File: src/rtl/weight_row_mac_if.sv
// rtl/weight_row_mac_if.sv - row input and result handshake bundle for weight_row_mac
//
// Signals:
//   in_valid, w0..w2, x0..x2 : one weight/activation row offered to the MAC
//   out_valid, out_ready     : result handshake toward the activation stage
//   acc_out, sat             : accumulated result and its saturation flag
// Modports:
//   slave  : the MAC (consumes rows, produces results)
//   master : the surrounding logic (produces rows, consumes results)
interface weight_row_mac_if #(
    parameter int W_WIDTH   = 4,
    parameter int X_WIDTH   = 4,
    parameter int ACC_WIDTH = 16
);
    logic                 in_valid;
    logic [W_WIDTH-1:0]   w0, w1, w2;
    logic [X_WIDTH-1:0]   x0, x1, x2;
    logic                 out_ready;
    logic                 out_valid;
    logic [ACC_WIDTH-1:0] acc_out;
    logic                 sat;

    modport slave (
        input  in_valid, w0, w1, w2, x0, x1, x2, out_ready,
        output out_valid, acc_out, sat
    );

    modport master (
        output in_valid, w0, w1, w2, x0, x1, x2, out_ready,
        input  out_valid, acc_out, sat
    );
endinterface

File: src/rtl/weight_row_mac.sv
// rtl/weight_row_mac.sv - three-wide row dot product accumulated over ROWS rows with saturation
//
// Ports:
//   clk      : clock, all logic on the rising edge
//   rst      : synchronous active-high reset, overrides everything
//   start    : begin a new accumulation (IDLE, or HOLD together with out_ready)
//   busy     : high whenever the block is not IDLE
//   row_idx  : rows accepted in the current accumulation
//   bus      : row input (in_valid, w0..w2, x0..x2) and result handshake
//              (out_valid, out_ready, acc_out, sat)
module weight_row_mac #(
    parameter int W_WIDTH   = 4,
    parameter int X_WIDTH   = 4,
    parameter int ROWS      = 3,
    parameter int ACC_WIDTH = 16
) (
    input  logic                    clk,
    input  logic                    rst,
    input  logic                    start,
    output logic                    busy,
    output logic [7:0]              row_idx,
    weight_row_mac_if.slave         bus
);
    localparam int RS_W  = W_WIDTH + X_WIDTH + 2;
    // The sum must hold both operands plus a carry, whichever is wider.
    localparam int SUM_W = ((ACC_WIDTH > RS_W) ? ACC_WIDTH : RS_W) + 1;
    localparam logic [7:0] LAST_ROW = 8'(ROWS - 1);

    typedef enum logic [1:0] {IDLE, ACCUM, HOLD} state_t;

    state_t               state_q, state_d;
    logic [ACC_WIDTH-1:0] acc_q, acc_d;
    logic [7:0]           row_q, row_d;
    logic                 sat_q, sat_d;
    logic                 ov_q, ov_d;

    logic [RS_W-1:0]      row_sum;
    logic [SUM_W-1:0]     sum;
    logic                 overflow;

    assign row_sum = RS_W'(bus.w0) * RS_W'(bus.x0)
                   + RS_W'(bus.w1) * RS_W'(bus.x1)
                   + RS_W'(bus.w2) * RS_W'(bus.x2);
    assign sum      = SUM_W'(acc_q) + SUM_W'(row_sum);
    // Any bit above the accumulator width means the result no longer fits.
    assign overflow = |sum[SUM_W-1:ACC_WIDTH];

    always_comb begin
        state_d = state_q;
        acc_d   = acc_q;
        row_d   = row_q;
        sat_d   = sat_q;
        ov_d    = ov_q;
        case (state_q)
            IDLE: begin
                if (start) begin
                    state_d = ACCUM;
                    acc_d   = '0;
                    row_d   = '0;
                    sat_d   = 1'b0;
                end
            end
            ACCUM: begin
                if (bus.in_valid) begin
                    acc_d = overflow ? {ACC_WIDTH{1'b1}} : sum[ACC_WIDTH-1:0];
                    sat_d = sat_q | overflow;
                    row_d = row_q + 8'd1;
                    if (row_q == LAST_ROW) begin
                        state_d = HOLD;
                        ov_d    = 1'b1;
                    end
                end
            end
            HOLD: begin
                if (bus.out_ready) begin
                    ov_d = 1'b0;
                    if (start) begin
                        // Back-to-back: hand off the result and restart at once.
                        state_d = ACCUM;
                        acc_d   = '0;
                        row_d   = '0;
                        sat_d   = 1'b0;
                    end else begin
                        state_d = IDLE;
                    end
                end
            end
            default: state_d = IDLE;
        endcase
    end

    always_ff @(posedge clk) begin
        if (rst) begin
            state_q <= IDLE;
            acc_q   <= '0;
            row_q   <= '0;
            sat_q   <= 1'b0;
            ov_q    <= 1'b0;
        end else begin
            state_q <= state_d;
            acc_q   <= acc_d;
            row_q   <= row_d;
            sat_q   <= sat_d;
            ov_q    <= ov_d;
        end
    end

    assign busy          = (state_q != IDLE);
    assign row_idx       = row_q;
    assign bus.acc_out   = acc_q;
    assign bus.sat       = sat_q;
    assign bus.out_valid = ov_q;
endmodule
File: src/flat_wrapper.sv
// flat-port wrapper written by rule: the top's interface ports become plain ports
module weight_row_mac_flat 
#(
    parameter int W_WIDTH   = 4,
    parameter int X_WIDTH   = 4,
    parameter int ROWS      = 3,
    parameter int ACC_WIDTH = 16
)
  (clk, rst, start, busy, row_idx, bus_in_valid, bus_w0, bus_w1, bus_w2, bus_x0, bus_x1, bus_x2, bus_out_ready, bus_out_valid, bus_acc_out, bus_sat);
  weight_row_mac_if #(.W_WIDTH(W_WIDTH), .X_WIDTH(X_WIDTH), .ACC_WIDTH(ACC_WIDTH)) bus_i ();
  input  logic clk;
  input  logic rst;
  input  logic start;
  output logic busy;
  output logic [7:0] row_idx;
  input wire logic [$bits(bus_i.in_valid)-1:0] bus_in_valid;
  input wire logic [$bits(bus_i.w0)-1:0] bus_w0;
  input wire logic [$bits(bus_i.w1)-1:0] bus_w1;
  input wire logic [$bits(bus_i.w2)-1:0] bus_w2;
  input wire logic [$bits(bus_i.x0)-1:0] bus_x0;
  input wire logic [$bits(bus_i.x1)-1:0] bus_x1;
  input wire logic [$bits(bus_i.x2)-1:0] bus_x2;
  input wire logic [$bits(bus_i.out_ready)-1:0] bus_out_ready;
  output wire logic [$bits(bus_i.out_valid)-1:0] bus_out_valid;
  output wire logic [$bits(bus_i.acc_out)-1:0] bus_acc_out;
  output wire logic [$bits(bus_i.sat)-1:0] bus_sat;
  assign bus_i.in_valid = bus_in_valid;
  assign bus_i.w0 = bus_w0;
  assign bus_i.w1 = bus_w1;
  assign bus_i.w2 = bus_w2;
  assign bus_i.x0 = bus_x0;
  assign bus_i.x1 = bus_x1;
  assign bus_i.x2 = bus_x2;
  assign bus_i.out_ready = bus_out_ready;
  assign bus_out_valid = bus_i.out_valid;
  assign bus_acc_out = bus_i.acc_out;
  assign bus_sat = bus_i.sat;
  weight_row_mac #(.W_WIDTH(W_WIDTH), .X_WIDTH(X_WIDTH), .ROWS(ROWS), .ACC_WIDTH(ACC_WIDTH)) u_core (.clk(clk), .rst(rst), .start(start), .busy(busy), .row_idx(row_idx), .bus(bus_i));
endmodule
File: config.mk
export PLATFORM = sky130hd
export DESIGN_NAME = weight_row_mac_flat
export DESIGN_NICKNAME = d
export VERILOG_FILES = /design/src/rtl/weight_row_mac_if.sv /design/src/rtl/weight_row_mac.sv /design/src/flat_wrapper.sv
export SDC_FILE = /design/constraint.sdc
export NUM_CORES = 1
export LEC_CHECK = 0
export ABC_AREA = 1
export CORE_MARGIN = 3
export CORE_UTILIZATION = 32
export DETAILED_ROUTE_END_ITERATION = 6
export DONT_BUFFER_PORTS = 1
export GPL_TIMING_DRIVEN = 0
export HOLD_SLACK_MARGIN = 0.03
export PLACE_DENSITY_LB_ADDON = 0.05
export SLEW_MARGIN = 40
export SYNTH_ARGS = -nofsm -noshare
export SYNTH_HDL_FRONTEND = slang
export SYNTH_SLANG_ARGS = --single-unit
File: constraint.sdc
create_clock -name clk -period 20.6 [get_ports clk]
set_input_delay 4.12 -clock clk [delete_from_list [all_inputs] [get_ports clk]]
set_output_delay 4.12 -clock clk [all_outputs]
set_load 0.01 [all_outputs]
Yosys cells after proc, flatten, opt, wreduce, memory -nomap -nowiden. Cells that the tools add are included. W data, S select, Z words.

Bits in registers: 28. Input bits: 29. Output and inout port bits: 27. Logic and storage cells: 50.

Add/subtract/negate cells: 4. $mul: 3. Equal/unequal tests: 7. Multiplexer cells: 23. Bitwise gates (word level): 1. Reduce and logical (&&, ||, !) cells: 7.

Operators with widths (count): $mux W16 (4); $pmux W16 S3 (1); $mul A4 B4 Y8 (3); $mux W8 (3); $pmux W8 S3 (1); $add A16 B10 Y17 (1); $add A10 B8 Y10 (1); $add A8 B8 Y9 (1); $add A8 B1 Y8 const B (1); $eq A8 B2 Y1 const B (1); $mux W2 (4); $reduce_and A4 Y1 (2); $mux W1 (7); $ne A2 B2 Y1 const B (3); $pmux W2 S3 (1); $reduce_bool A2 Y1 (2); $pmux W1 S3 (1); $reduce_and A3 Y1 (1); $reduce_bool A3 Y1 (1); $eq A2 B1 Y1 const B (1); $eq A2 B2 Y1 const B (1); $logic_not A2 Y1 (1); $ne A2 B1 Y1 const B (1); $pmux W1 S2 (1); $or A1 B1 Y1 (1).

Depth between registers and ports, before layout. Gate-level depths: netlist (run 1).

Depth after elaboration: 7. Depth in mapped cells: 35. Mapped depth without buffers: 35.

Worst setup path before layout (run 1). No wires, ideal clock.

Kind: in2reg. From: input bus_w1[0]. To: register u_core.acc_q[6] (netlist: u_core.bus.acc_out[6]). Setup time: 0.132 ns. Arrival time: 9.747 ns. Data required time: 20.468 ns. Setup slack: 10.721 ns. Stages on the path: 28. Buffers on the path: 1. Cell sequence: nand2_1 > fa_1 > fa_1 > inv_1 > fa_1 > inv_1 > fa_1 > fa_1 > xnor2_1 > fa_1 > ha_1 > a21oi_1 > o21ai_0 > nand2_1 > nand2_1 > a21oi_1 > xor2_1 > inv_1 > ha_1 > nand2_1 > inv_1 > a21oi_2 > nand2_2 > a21oi_2 > buf_6 > nand2_1 > nand2_1 > a21oi_1.

Word-level cells in the longest chain between the ends: 7.

Ends and longest elaborated chain: start: declaration (RTL line flat_wrapper.sv:18) `input wire logic [$bits(bus_i.w1)-1:0] bus_w1;`; $mul A4 B4 Y8 (RTL line weight_row_mac.sv:42) `+ RS_W'(bus.w1) * RS_W'(bus.x1)`; $add A8 B8 Y9 (RTL line weight_row_mac.sv:42); $add A10 B8 Y10 (RTL line weight_row_mac.sv:43) `+ RS_W'(bus.w2) * RS_W'(bus.x2);`; $add A16 B10 Y17 (RTL line weight_row_mac.sv:44) `assign sum = SUM_W'(acc_q) + SUM_W'(row_sum);`; $mux W16 (RTL line weight_row_mac.sv:65) `acc_d = overflow ? {ACC_WIDTH{1'b1}} : sum[ACC_WIDTH-1:0];`; $mux W16 (RTL line weight_row_mac.sv:64) `if (bus.in_valid) begin`; $pmux W16 S3 (RTL line weight_row_mac.sv:54) `case (state_q)`; end signal: assignment (RTL line weight_row_mac.sv:95) `acc_q <= '0;`; end signal: assignment (RTL line weight_row_mac.sv:101) `acc_q <= acc_d;`; end: declaration (RTL line weight_row_mac.sv:32) `logic [ACC_WIDTH-1:0] acc_q, acc_d;`.

Every way passes these cells. The select of a mux whose other input is x is not followed. A chain may end at the register's enable or synchronous reset.

Worst setup path after layout (run 1). Ends and elaborated chain as after synthesis.

==> flow_summary_export.csv, run 1 <==
group,metric,value,unit
global_route,grt.overflow.total,0,
drt,routed-via-count,3233,
cells_and_area,finish.cell_count_without_fillers,726,
die,placeableCoreArea,11560,sq um
timing,finalCriticalPeriod,10.27,ns
placed_design,dpl.cell_count,722,
critical_path,worst_reg_to_reg_setup_slack,18.24,ns
critical_path,timing.rr.start,"u_core.bus.acc_out[0]",
timing,timing.final.hold_violations,0,
logic_synthesis,post_synth_num_cell_types,34,
cells_and_area,layout_cell_share_with_drive_strength_beyond_1,3.602,%
timing,period_share,49.84,%
min_path,min_path_type,"flop to flop",
cells_and_area,layout.filler_cells,1295,
cts,clk_pin_slew,0.08,ns
logic_synthesis,netlist_area,3829,sq um
cts,htreeDepth,1,
critical_path,crit_required,20.72,ns
global_route,antenna_violations_before_repair,0,
critical_path,rr_worst_depth,11,
timing,finalMaxSlewViolations,0,
timing,rsz0062_at_grt,"false",
critical_path,rr_endpoint,"u_core.bus.acc_out[6]",
critical_path,startpoint_type,"primary input",
global_route,maximum_number_of_pins_on_one_net_before_global_route_repair,16,
logic_synthesis,avgSynthCellArea,6.613,sq um
logic_synthesis,yosysWarningCount,0,
power,totalPowerFinal,514.1,uW
die,pin_count,56,
global_route,first_global_vias,3309,
timing,finalSetupViolations,0,
drt,drtPass1Iterations,4,
logic_synthesis,yosysSeqAreaShare,14.64,%
global_route,grtUsageTotal,13.83,%
drt,postRouteWirelength,8867,um
critical_path,worst-endpoint-arrival,10.39,ns
drt,wl_per_cell,12.21,um
cts,post_cts.resized_instances,0,
power,ir_worst_vdd,0.05578,mV
placed_design,dpl.hpwl,7627,um
placed_design,gp_congestion,0.7870,
power,p_leak,0.002334,uW
timing,maxSlewHeadroom,57.57,%
cts,tritoncts,"yes",
die,initial_core_util,33.11,%
job,drv.max_cap_violation_count,0,
placed_design,place.port_buffers,0,
die,die_width,115.4,um
timing,max_slew.worst_pin.slew,0.6365,ns
timing,clock_tree_skew_after_final_layout,0.007251,ns
critical_path,crit_start,"bus_w1[0]",
drt,detail_route.vias_per_cell,4.453,
placed_design,placedInstanceArea,4008,sq um
global_route,grt_pass1_wl,15110,um
cells_and_area,final_net_count,692,
cts,clk_latency,0.27,ns
cells_and_area,n_antenna_cell,0,
cts,numCtsBuffers,3,
drt,antenna_left,0,
timing,tns,0,ns
logic_synthesis,synth.ff_latch_count,28,
cells_and_area,stdcell_area,4096,sq um
die,number_of_core_rows,39,
die,floorplan.die.height,115.4,um
min_path,min_from,"u_core.bus.acc_out[2]",
critical_path,cp-endpoint,"u_core.bus.acc_out[6]",
status,outcome,"finished clean",
power,pwr_density_cell,125.5,nW/um^2
critical_path,criticalPathCategory,"primary input to flop",
cts,clock_sink_count,28,
cts,post_cts_buffers,0,
cts,cts_root_buf,"sky130_fd_sc_hd__clkbuf_16",
min_path,hold_path_depth,2,
cts,postCtsHoldBufs,0,
critical_path,largest_fanout_on_the_critical_path,10,
critical_path,worstSetupEndpointType,"flop",
timing,finalHoldWorstSlack,0.5410,ns
drt,drt_iter0_drc,51,
logic_synthesis,synth_fp_nets,687,
cells_and_area,syn_to_final_growth,6.993,%
timing,timing_limited_maximum_frequency,0.09741,GHz
logic_synthesis,synthCells,579,
drt,drc,0,
cts,cts_max_path_buffers,2,
die,fp.dieArea,13310,sq um
## through the flow
step,setup slack [ns],util [%]
5_1_grt,9.746,35.42
2_1_floorplan,10.72,-
4_1_cts,10.19,35.42
3_5_place_dp,9.917,34.65
3_3_place_gp,9.913,34.65
6_report,10.33,35.42
## critical path: stages
cell,delay (ns)
sky130_fd_sc_hd__nand2_1,0.05
sky130_fd_sc_hd__fa_1,0.51
sky130_fd_sc_hd__fa_1,0.54
sky130_fd_sc_hd__inv_1,0.05
sky130_fd_sc_hd__fa_1,0.53
sky130_fd_sc_hd__inv_1,0.06
sky130_fd_sc_hd__fa_1,0.53
sky130_fd_sc_hd__fa_1,0.47
sky130_fd_sc_hd__xnor2_1,0.21
sky130_fd_sc_hd__fa_1,0.45
sky130_fd_sc_hd__ha_1,0.38
sky130_fd_sc_hd__a21oi_1,0.16
sky130_fd_sc_hd__o21ai_0,0.13
sky130_fd_sc_hd__nand2_1,0.08
sky130_fd_sc_hd__nand2_1,0.05
sky130_fd_sc_hd__a21oi_1,0.20
sky130_fd_sc_hd__nor2_1,0.07
sky130_fd_sc_hd__o21ai_0,0.16
sky130_fd_sc_hd__nand2_1,0.08
sky130_fd_sc_hd__ha_1,0.34
sky130_fd_sc_hd__a21oi_1,0.21
sky130_fd_sc_hd__or2_1,0.16
sky130_fd_sc_hd__nor2_2,0.04
sky130_fd_sc_hd__a21oi_2,0.37
sky130_fd_sc_hd__buf_6,0.22
sky130_fd_sc_hd__nand2_1,0.06
sky130_fd_sc_hd__nand2_1,0.05
sky130_fd_sc_hd__a21oi_1,0.06
## cell usage after synthesis, drive strengths merged
master	instances	area share (%)
xor2	9	2.1
nand2	179	18
nand3b	1	0.20
o211ai	1	0.20
a211oi	1	0.20
inv	147	14
nand3	21	2.9
o21ai	11	1.4
xnor2	11	2.5
dfxtp	28	15
fa	28	15
nor2	36	4.1
clkbuf	2	0.20
buf	3	0.62
ha	51	17
or2	2	0.39
a21oi	39	5.4
nand4	4	0.82
nor4	1	0.16
a31oi	1	0.16
nor3	3	0.39
## power breakdown
group	internal [uW]	total, uW	switching [uW]
clock network	29.8	49.7	19.9
logic	162	398	236
registers	58.9	66.7	7.83
total	251	514	263
## cells in the final DEF, fill, tap and decap left out, drive strengths merged, types with 2 or more instances in the layout
master and n:
nand2 179, inv 147, ha 51, a21oi 39
nor2 36, fa 28, dfxtp 28, nand3 21
xnor2 11, o21ai 11, xor2 9, clkbuf 6
nand4 4, nor3 3, buf 3, or2 2
## kinds of logic (layout without fill, tap and decap cells)
logic type / Yosys count / count (layout) / synth area share (%)
AND/OR/NAND/NOR: 247 / 247 / 26.80
buffers and inverters: 152 / 156 / 15.29
adder cells (fa/ha/maj): 79 / 79 / 31.31
AO/OA/AOI/OAI: 53 / 53 / 7.386
flip-flops: 28 / 28 / 14.64
XOR/XNOR: 20 / 20 / 4.575
## final cells by class
class                   count  area (sq um)  area share, %
plain buffers               5         31.28         0.7636
clock buffers               4         88.84          2.169
inverters                 147         554.3          13.53
multi-input cells         399          2683          65.49
flip-flops and latches     28         560.5          13.68
well taps                 143         178.9          4.368
## worst min-delay path by stage
stage                             to  slack (ns)
2_1_floorplan  u_core.bus.acc_out[0]        0.50
3_3_place_gp          u_core.bus.sat        0.54
3_5_place_dp   u_core.bus.acc_out[2]        0.54
4_1_cts        u_core.bus.acc_out[2]        0.55
5_1_grt        u_core.bus.acc_out[2]        0.56
6_report       u_core.bus.acc_out[2]        0.54
## layer usage
metal | up-vias | share of wire, % | track usage [%]
li1 | 1744 | - | -
met1 | 1443 | 46 | 17.30
met2 | 42 | 50 | 25.39
met3 | 4 | 4.3 | 2.316
met4 | 0 | 0.61 | 1.956
met5 | - | 0 | 0
## sequential cells by signal, summed over array words and instances (netlist names)
signal and flops:
u_core.bus.acc_out 16, u_core.bus.out_valid 1, u_core.state_q 2, u_core.bus.sat 1, u_core.row_idx 8
(Power assumes the default switching activity.)
==> run 2, diff against run 1 <==
==> constraint.sdc (replaced) <==
create_clock -name clk -period 10.05 [get_ports clk]
set_input_delay 2.01 -clock clk [delete_from_list [all_inputs] [get_ports clk]]
set_output_delay 2.01 -clock clk [all_outputs]
set_load 0.01 [all_outputs]
==> results of run 2 <==
The final DEF is identical to that of run 1. Status: finished clean.
Main changes from that run: setup slack after placement 9.917 ns -> 1.477 ns; setup slack after layout 10.33 ns -> 1.894 ns; register-to-register setup slack 18.24 ns -> 7.69 ns; total power 514.1 uW -> 1054 uW; worst IR drop on VDD 0.05578 mV -> 0.1143 mV
